**config.mk**
```make
export PLATFORM = sky130hd
export DESIGN_NAME = miriscv_lsu
export DESIGN_NICKNAME = d
export VERILOG_FILES = /design/src/rtl/miriscv_pkg.sv /design/src/rtl/miriscv_lsu_align.sv /design/src/rtl/miriscv_lsu.sv
export SDC_FILE = /design/constraint.sdc
export NUM_CORES = 1
export LEC_CHECK = 0
export ABC_AREA = 0
export CORE_ASPECT_RATIO = 0.9
export CORE_MARGIN = 3
export CORE_UTILIZATION = 45
export DETAILED_ROUTE_END_ITERATION = 10
export PLACE_DENSITY = 0.68
export SYNTH_ARGS = -nofsm -noshare
export SYNTH_HDL_FRONTEND = slang
export SYNTH_SLANG_ARGS = --single-unit
```
**constraint.sdc**
```tcl
create_clock -name clk_i -period 5.6 [get_ports clk_i]
set_input_delay 1.12 -clock clk_i [delete_from_list [all_inputs] [get_ports clk_i]]
set_output_delay 1.12 -clock clk_i [all_outputs]
set_load 0.005 [all_outputs]
```
**src/rtl/miriscv_pkg.sv**
```systemverilog
// Shared LSU definitions: access size encodings, FSM state enum and byte-lane helpers.
package miriscv_pkg;

  localparam logic [1:0] SIZE_BYTE = 2'b00;
  localparam logic [1:0] SIZE_HALF = 2'b01;
  localparam logic [1:0] SIZE_WORD = 2'b10;

  typedef enum logic [2:0] {
    LSU_IDLE,
    LSU_REQ1,
    LSU_WAIT1,
    LSU_REQ2,
    LSU_WAIT2,
    LSU_DONE,
    LSU_ERR
  } lsu_state_e;

  // Byte-lane mask of an access placed at lane 0; encoding 11 behaves as a word.
  function automatic logic [3:0] size_mask(input logic [1:0] size);
    case (size)
      SIZE_BYTE: size_mask = 4'b0001;
      SIZE_HALF: size_mask = 4'b0011;
      default:   size_mask = 4'b1111;
    endcase
  endfunction

  // Low address bits that must be zero for a naturally aligned access.
  function automatic logic [1:0] size_align_mask(input logic [1:0] size);
    case (size)
      SIZE_BYTE: size_align_mask = 2'b00;
      SIZE_HALF: size_align_mask = 2'b01;
      default:   size_align_mask = 2'b11;
    endcase
  endfunction

  function automatic logic [31:0] be_to_mask(input logic [3:0] be);
    be_to_mask = {{8{be[3]}}, {8{be[2]}}, {8{be[1]}}, {8{be[0]}}};
  endfunction

endpackage

```
**src/rtl/miriscv_lsu_align.sv**
```systemverilog
// Combinational lane logic: byte enables for both beats, store-data rotation,
// load-beat merge, rotation back to bit 0 and sign/zero extension.
module miriscv_lsu_align
  import miriscv_pkg::*;
(
  input  logic [1:0]  size_i,
  input  logic [1:0]  off_i,
  input  logic        unsigned_i,
  input  logic [31:0] wdata_i,
  input  logic [31:0] buf0_i,
  input  logic [31:0] buf1_i,
  output logic [3:0]  be1_o,
  output logic [3:0]  be2_o,
  output logic [31:0] wdata_o,
  output logic [31:0] rdata_o
);

  logic [7:0]  be_wide;
  logic [5:0]  sh;
  logic [31:0] merged;
  logic [31:0] aligned;

  always_comb begin
    sh      = {1'b0, off_i, 3'b000};
    // Lanes shifted past bit 3 spill into the second word.
    be_wide = {4'b0000, size_mask(size_i)} << off_i;
    be1_o   = be_wide[3:0];
    be2_o   = be_wide[7:4];
    wdata_o = (wdata_i << sh) | (wdata_i >> (6'd32 - sh));
    merged  = (buf0_i & be_to_mask(be1_o)) | (buf1_i & be_to_mask(be2_o));
    aligned = (merged >> sh) | (merged << (6'd32 - sh));
    case (size_i)
      SIZE_BYTE: rdata_o = {{24{aligned[7] & ~unsigned_i}}, aligned[7:0]};
      SIZE_HALF: rdata_o = {{16{aligned[15] & ~unsigned_i}}, aligned[15:0]};
      default:   rdata_o = aligned;
    endcase
  end

endmodule

```
**src/rtl/miriscv_lsu.sv**
```systemverilog
// Load/store unit: turns one core access into one or two aligned bus beats,
// with optional splitting of word-crossing accesses.
module miriscv_lsu
  import miriscv_pkg::*;
#(
  parameter int ADDR_W        = 32,
  parameter bit MISALIGNED_EN = 1'b1
) (
  input  logic              clk_i,
  input  logic              rst_i,
  input  logic              lsu_req_i,
  input  logic              lsu_we_i,
  input  logic [1:0]        lsu_size_i,
  input  logic              lsu_unsigned_i,
  input  logic [ADDR_W-1:0] lsu_addr_i,
  input  logic [31:0]       lsu_wdata_i,
  output logic              lsu_ready_o,
  output logic              lsu_valid_o,
  output logic [31:0]       lsu_rdata_o,
  output logic              lsu_misalign_o,
  output logic              data_req_o,
  output logic              data_we_o,
  output logic [3:0]        data_be_o,
  output logic [ADDR_W-1:0] data_addr_o,
  output logic [31:0]       data_wdata_o,
  input  logic              data_gnt_i,
  input  logic              data_rvalid_i,
  input  logic [31:0]       data_rdata_i
);

  localparam logic [ADDR_W-1:0] WORD_STEP = ADDR_W'(4);

  lsu_state_e        state_q, state_d;
  logic              we_q, we_d;
  logic [1:0]        size_q, size_d;
  logic              uns_q, uns_d;
  logic [ADDR_W-1:0] addr_q, addr_d;
  logic [31:0]       wdata_q, wdata_d;
  logic [31:0]       buf0_q, buf0_d;
  logic [31:0]       buf1_q, buf1_d;
  logic              data_req_q, data_req_d;
  logic              data_we_q, data_we_d;
  logic [3:0]        data_be_q, data_be_d;
  logic [ADDR_W-1:0] data_addr_q, data_addr_d;
  logic [31:0]       data_wdata_q, data_wdata_d;

  logic              idle;
  logic              cur_we;
  logic [1:0]        cur_size;
  logic              cur_uns;
  logic [ADDR_W-1:0] cur_addr;
  logic [31:0]       cur_wdata;
  logic [ADDR_W-1:0] base_addr;
  logic [3:0]        be1, be2;
  logic [31:0]       wdata_rot, load_data;
  logic              split, misalign_err;

  // While idle the lane logic looks at the incoming request so the first beat
  // can be registered on the accepting edge; afterwards it uses the latched copy.
  always_comb begin
    idle      = (state_q == LSU_IDLE);
    cur_we    = idle ? lsu_we_i       : we_q;
    cur_size  = idle ? lsu_size_i     : size_q;
    cur_uns   = idle ? lsu_unsigned_i : uns_q;
    cur_addr  = idle ? lsu_addr_i     : addr_q;
    cur_wdata = idle ? lsu_wdata_i    : wdata_q;
    base_addr = {cur_addr[ADDR_W-1:2], 2'b00};
    split     = |be2;
    misalign_err = !MISALIGNED_EN && |(lsu_addr_i[1:0] & size_align_mask(lsu_size_i));
  end

  miriscv_lsu_align u_align (
    .size_i     (cur_size),
    .off_i      (cur_addr[1:0]),
    .unsigned_i (cur_uns),
    .wdata_i    (cur_wdata),
    .buf0_i     (buf0_q),
    .buf1_i     (buf1_q),
    .be1_o      (be1),
    .be2_o      (be2),
    .wdata_o    (wdata_rot),
    .rdata_o    (load_data)
  );

  always_ff @(posedge clk_i) begin
    if (rst_i) begin
      state_q      <= LSU_IDLE;
      buf0_q       <= '0;
      buf1_q       <= '0;
      data_req_q   <= 1'b0;
      data_we_q    <= 1'b0;
      data_be_q    <= '0;
      data_addr_q  <= '0;
      data_wdata_q <= '0;
    end else begin
      state_q      <= state_d;
      buf0_q       <= buf0_d;
      buf1_q       <= buf1_d;
      data_req_q   <= data_req_d;
      data_we_q    <= data_we_d;
      data_be_q    <= data_be_d;
      data_addr_q  <= data_addr_d;
      data_wdata_q <= data_wdata_d;
    end
  end

  always_ff @(posedge clk_i) begin
    we_q    <= we_d;
    size_q  <= size_d;
    uns_q   <= uns_d;
    addr_q  <= addr_d;
    wdata_q <= wdata_d;
  end

  always_comb begin
    state_d = state_q;
    case (state_q)
      LSU_IDLE:  if (lsu_req_i) state_d = misalign_err ? LSU_ERR : LSU_REQ1;
      LSU_REQ1:  if (data_gnt_i) state_d = LSU_WAIT1;
      LSU_WAIT1: if (data_rvalid_i) state_d = split ? LSU_REQ2 : LSU_DONE;
      LSU_REQ2:  if (data_gnt_i) state_d = LSU_WAIT2;
      LSU_WAIT2: if (data_rvalid_i) state_d = LSU_DONE;
      LSU_DONE:  state_d = LSU_IDLE;
      LSU_ERR:   state_d = LSU_IDLE;
      default:   state_d = LSU_IDLE;
    endcase
  end

  always_comb begin
    we_d    = we_q;
    size_d  = size_q;
    uns_d   = uns_q;
    addr_d  = addr_q;
    wdata_d = wdata_q;
    if (idle && lsu_req_i) begin
      we_d    = lsu_we_i;
      size_d  = lsu_size_i;
      uns_d   = lsu_unsigned_i;
      addr_d  = lsu_addr_i;
      wdata_d = lsu_wdata_i;
    end
    buf0_d = (state_q == LSU_WAIT1 && data_rvalid_i) ? data_rdata_i : buf0_q;
    buf1_d = (state_q == LSU_WAIT2 && data_rvalid_i) ? data_rdata_i : buf1_q;

    // Bus request is registered from the upcoming state; recomputing from the
    // latched access keeps it stable while the grant is withheld.
    data_req_d   = (state_d == LSU_REQ1) || (state_d == LSU_REQ2);
    data_we_d    = data_req_d ? cur_we : 1'b0;
    data_wdata_d = data_req_d ? wdata_rot : '0;
    data_be_d    = '0;
    data_addr_d  = '0;
    if (state_d == LSU_REQ1) begin
      data_be_d   = be1;
      data_addr_d = base_addr;
    end else if (state_d == LSU_REQ2) begin
      data_be_d   = be2;
      data_addr_d = base_addr + WORD_STEP;
    end
  end

  always_comb begin
    lsu_ready_o    = idle;
    lsu_valid_o    = (state_q == LSU_DONE) || (state_q == LSU_ERR);
    lsu_misalign_o = (state_q == LSU_ERR);
    lsu_rdata_o    = (state_q == LSU_DONE && !we_q) ? load_data : '0;
    data_req_o     = data_req_q;
    data_we_o      = data_we_q;
    data_be_o      = data_be_q;
    data_addr_o    = data_addr_q;
    data_wdata_o   = data_wdata_q;
  end

endmodule

```
# Yosys cells after proc, flatten, opt, wreduce, memory -nomap -nowiden
# Cells that the tools add are included.
[word_totals]
input_bits = 105
output_inout_bits = 105
register_bits = 205
wordCells = 71
[op_classes]
bitwise_logic = 10
n_addsub = 2
mux = 19
shift = 5
n_reduce_logical = 12
n_eq_ne = 9
[ops]
columns = ["operator", "count"]
rows = [
  ["$mux 32", 5],
  ["$or 32x32->32", 3],
  ["$and 32x32->32", 2],
  ["$pmux 32 s2", 1],
  ["$add 32x3->32 const B", 1],
  ["$shl 32x5->32", 1],
  ["$shl 32x6->32", 1],
  ["$shr 32x5->32", 1],
  ["$shr 32x6->32", 1],
  ["$mux 3", 6],
  ["$pmux 3 s5", 1],
  ["$eq 3x2->1 const B", 3],
  ["$eq 3x3->1 const B", 3],
  ["$mux 4", 2],
  ["$pmux 4 s2", 1],
  ["$shl 4x2->8", 1],
  ["$eq 3x1->1 const B", 2],
  ["$sub 6x5->6 const A", 1],
  ["$logic_and 1x1->1", 4],
  ["$reduce_or 4->1", 1],
  ["$logic_not 3->1", 1],
  ["$not 1->1", 3],
  ["$reduce_or 3->1", 1],
  ["$and 1x1->1", 2],
  ["7 further kinds", 9],
]

# Logic depth before layout (Yosys ltp)
[logic_depth]
ltp_word = 13
ltp_mapped = 18

# Cells and area by module
# A second synthesis with hierarchy kept.
[unflattened]
hier_cells = 1338
hier_area_um2 = 11389.7
[by_module_without_submodules]
columns = ["module", "cells_per_inst", "seq_area_each_um2", "instances", "area_per_inst_um2"]
rows = [
  ["miriscv_lsu", 911, 4744.6, 1, 8573.2],
  ["miriscv_lsu_align", 427, 0.0, 1, 2816.5],
]

# Worst setup path before layout
# No wires, ideal clock.
[synth_path]
path_type = "in2out"
start = "input lsu_addr_i[1]"
end = "output lsu_rdata_o[21]"
setup_slack_ns = 0.690
arrival_time_ns = 3.790
required_ns = 4.480
cell_stages = 13
path_buffers = 5
path_cell_list = "clkbuf_1 -> mux2_2 -> inv_2 -> buf_2 -> clkbuf_1 -> ha_1 -> nor2_1 -> and4_1 -> buf_2 -> o2bb2ai_1 -> o21ai_2 -> buf_4 -> a21oi_1"
[synth_via]
elab_chain_len = 9
[synth_rtl]
columns = ["item", "line_no", "text"]
rows = [
  ["start, declared", "miriscv_lsu.sv:15", "input logic [ADDR_W-1:0] lsu_addr_i,"],
  ["$mux 32 (*)", "miriscv_lsu.sv:65", "cur_addr = idle ? lsu_addr_i : addr_q;"],
  ["branches (longest 4 deep; another with $sub 6x5->6)", "--", ""],
  ["$or 32x32->32 (*)", "miriscv_lsu_align.sv:31", "aligned = (merged >> sh) | (merged << (6'd32 - sh));"],
  ["$and 1x1->1, on equally long branches", "miriscv_lsu_align.sv:34, miriscv_lsu_align.sv:33", ""],
  ["$pmux 32 s2 (*)", "miriscv_lsu_align.sv:32", "case (size_i)"],
  ["$mux 32 (*)", "miriscv_lsu.sv:165", "lsu_rdata_o = (state_q == LSU_DONE && !we_q) ? load_data : '0;"],
  ["end, declared", "miriscv_lsu.sv:19", "output logic [31:0] lsu_rdata_o,"],
]
# Every way passes the cells marked *.

# Final worst setup path
[layout_path]
start = "register state_q[1]"
end = "output lsu_rdata_o[28]"
[layout_via]
elab_chain_len = 12
[layout_rtl]
columns = ["item", "line_no", "text"]
rows = [
  ["start, declared", "miriscv_lsu.sv:33", "lsu_state_e state_q, state_d;"],
  ["start signal, assigned", "miriscv_lsu.sv:96", "state_q <= state_d;"],
  ["$logic_not 3->1", "miriscv_lsu.sv:61", "idle = (state_q == LSU_IDLE);"],
  ["$mux 2", "miriscv_lsu.sv:63", "cur_size = idle ? lsu_size_i : size_q;"],
  ["$eq 2x1->1 / $logic_not 2->1 (equally long branches)", "miriscv_pkg.sv:20, miriscv_lsu_align.sv:32", ""],
  ["$pmux 4 s2", "miriscv_pkg.sv:20", "case (size)"],
  ["$shl 4x2->8", "miriscv_lsu_align.sv:26", "be_wide = {4'b0000, size_mask(size_i)} << off_i;"],
  ["$and 32x32->32", "miriscv_lsu_align.sv:30", "merged = (buf0_i & be_to_mask(be1_o)) | (buf1_i & be_to_mask(be2_o));"],
  ["$or 32x32->32", "miriscv_lsu_align.sv:30", ""],
  ["$shl 32x6->32 / $shr 32x5->32 (equally long branches)", "miriscv_lsu_align.sv:31", ""],
  ["$or 32x32->32", "miriscv_lsu_align.sv:31", ""],
  ["$and 1x1->1, on equally long branches", "miriscv_lsu_align.sv:34, miriscv_lsu_align.sv:33", ""],
  ["$pmux 32 s2", "miriscv_lsu_align.sv:32", ""],
  ["$mux 32 (*)", "miriscv_lsu.sv:165", ""],
]
# Mark *: on every way between the ends. The rest lies on a longest branch, timed or not.

==> impl_metrics.json <==
{
  "die-area_um2": 24900,
  "htree_levels": 4,
  "clk_pin_slew_ns": 0.07,
  "synthCells": 1167,
  "yosysWarnings": 0,
  "worst_setup_path_start_kind": "flip-flop",
  "root_buffer": "clkbuf_16",
  "drive_gt1_share_pct": 8.46,
  "syn_area_um2": 10300,
  "placed_cell_area_um2": 12600,
  "final_nets": 1442,
  "grt_pass1_vias": 9341,
  "mostFrequentLayoutCells": "nand2_1, clkdlybuf4s50_1, a21oi_1, dfxtp_1, nor2_1",
  "yosysSeqAreaShare_pct": 44.3,
  "crit_path_cell_trace": "or3_2 > inv_4 > buf_4 > o21ai_1 > buf_4 > a32oi_1 > a21oi_1 > a221oi_1 > a21oi_1 > clkdlybuf4s50_1",
  "worstPathMaxFanout": 45,
  "ant_nets": 0,
  "tns_ns": 0,
  "post_cts.repair.setup_buffers": 0,
  "cp_data_required_time_ns": 4.48,
  "min_period_over_period_pct": 96.1,
  "cts_buffers": 17,
  "viasPerCell": 6.02,
  "min_period_ns": 5.38,
  "grt_pass1_wl_mm": 52.3,
  "grt_max_degree": 69,
  "worstSkewPairLatency_ns": 0.44,
  "p_leak_nw": 4.80,
  "io_buffers": 207,
  "setup_viol": 0,
  "final_common_cell": "nand2_1",
  "async_flop_share_pct": 0,
  "path_class": "reg2out",
  "drt-total-wl_mm": 33.3,
  "fmaxAchievable_ghz": 0.186,
  "grt_usage_pct": 26.2,
  "fillCellCount": 1921,
  "ir_drop_uv": 219,
  "tightest_slew_ns": 1.25,
  "io_pins": 210,
  "synth_flop_cell": "dfxtp_1",
  "cpPeakStageDelay_ns": 0.58,
  "fin_skew_ns": 0.00966,
  "drt_pass1_iterations": 6,
  "cts_hold_buffers": 0,
  "dr.first_iter.drc_count": 837,
  "rows": 51,
  "cts.sinks": 195,
  "synth.distinct_cells": 79,
  "hold_viol_final": 0,
  "overflow": 0,
  "start_util_pct": 46.7,
  "synth-edff-count": 68,
  "rsz0062_at_grt": "false",
  "design_area_um2": 13200,
  "drc": 0,
  "routabilityCongestion": 0.974,
  "max-clock-path-buffers": 2,
  "syn_avg_cell_area_um2": 8.87,
  "end_kind": "primary output",
  "yosys_register_bits": 195,
  "area_growth_pct": 27.8,
  "core_um2": 22100,
  "cap_violations": 0,
  "cts_tree": "done",
  "powerDensity_nw_per_um2": 311,
  "cp_data_arrival_time_ns": 4.26,
  "relSlewSlack_pct": 16.5,
  "die_h_um": 150,
  "drv_slew": 0,
  "critPathSlowestCell": "buf_4",
  "dp_hpwl_mm": 23.2,
  "outcome": "finished, final reports clean",
  "hp-class": "reg2reg",
  "wire_per_inst_um": 20.3,
  "die_w_um": 166,
  "routed-via-count": 9870,
  "grt_antenna_before_repair": 1
}
-- timing repair --
item / 4_1_cts / 5_1_grt
endpoints found under the hold margin: 0 / 0
resized for setup: 0 / 3
endpoints found under the setup margin: 0 / 16
-- synth_stat cells (all sizes together) (9+ instances only) --
library cell    n  area, um^2
a22oi          12        90.1
nand3          31         155
edfxtp         68        2040
inv            10        37.5
a21o           22         165
dfxtp         127        2540
a21oi         140         701
clkbuf         48         180
mux2i          66         697
xor2           13         114
nor2           86         325
a31oi          17         113
o21ai          19         106
a32oi          18         158
a221oi         23         201
and3           11        68.8
a211o          10        87.6
nand2         212         796
buf            46         258
nor3           23         131
a22o           20         175
mux2           18         206
o21a            9        67.6
o22ai          10        62.6
-- per-layer routing --
layer	track usage, %	routed length [um]	vias to the layer above
li1	-	-	4629
met2	40.6	15000	478
met3	5.57	2670	67
met4	7.65	696	0
met5	0	0	-
met1	37.0	14900	4696
-- power breakdown --
part | leakage (nW) | switching [mW] | internal (mW)
clock | 0.286 | 0.583 | 0.672
combinational | 2.83 | 0.715 | 0.491
sequential | 1.68 | 0.0559 | 1.59
total | 4.80 | 1.35 | 2.76
-- critical path, delay by kind of cell (launching register included) --
| kind | cells | cell delay, ns |
|---|---|---|
| buf+inv | 4 | 1.44 |
| compound gates | 5 | 1.38 |
| simple gates | 1 | 0.57 |
| flops | 1 | 0.43 |
-- path summary, 6_finish.rpt --
path | from | end | slack, ns | cells after the start
worst max register to register | state_q[1]$_SDFF_PP0_ | data_addr_o[28]$_SDFF_PP0_ | 2.23 | 10
worst max-delay path | state_q[1]$_SDFF_PP0_ | lsu_rdata_o[28] | 0.22 | 10
worst min register to register | buf0_q[7]$_SDFFE_PP0P_ | buf0_q[7]$_SDFFE_PP0P_ | 0.46 | 2
worst min-delay path | buf0_q[7]$_SDFFE_PP0P_ | buf0_q[7]$_SDFFE_PP0P_ | 0.46 | 2
-- logic make-up (layout without fill, tap and decap cells) --
logic type               after synthesis  after routing  share of synthesized area [%]
XOR/XNOR                              15             15                           1.27
AO/OA/AOI/OAI                        348            348                           22.8
multiplexers                          84             84                           8.73
flip-flops                           195            195                           44.3
other                                  1              3                         0.0362
buffers and inverters                104            284                           4.59
adder cells (fa/ha/maj)                2              2                          0.242
AND/OR/NAND/NOR                      418            418                           18.0
-- through the flow --
step | std cells | hold slack (ns) | total power [mW] | worst slack, ns | util (%)
after global routing | 1640 | 0.477 | 4.30 | 0.0172 | 59.7
final | 1640 | 0.457 | 4.11 | 0.220 | 59.7
after CTS | 1639 | 0.455 | 4.12 | 0.0871 | 59.7
after global placement | 1607 | 0.441 | 2.85 | 0.307 | 57.0
after floorplan | 1168 | 0.432 | 2.41 | 0.690 | -
after detailed placement | 1607 | 0.446 | 2.86 | 0.202 | 57.0
-- sequential cells by signal (all words and copies together) (netlist names) --
name,cells
data_wdata_o,32
size_q,2
data_be_o,4
data_addr_o,30
data_req_o,1
addr_q,32
data_we_o,1
we_q,1
buf0_q,32
uns_q,1
state_q,3
buf1_q,24
wdata_q,32
-- final cells by class --
class	count	area (um^2)	area share [%]
Antenna cell	1	2.50	0.0189
Sequential cell	195	4580	34.7
Clock buffer	18	429	3.24
Tap cell	291	364	2.75
Inverter	10	40.0	0.303
Clock inverter	14	166	1.26
Timing Repair Buffer	242	2330	17.6
Multi-Input combinational cell	869	5310	40.2
No activity file was read; power rests on OpenSTA's default activity.
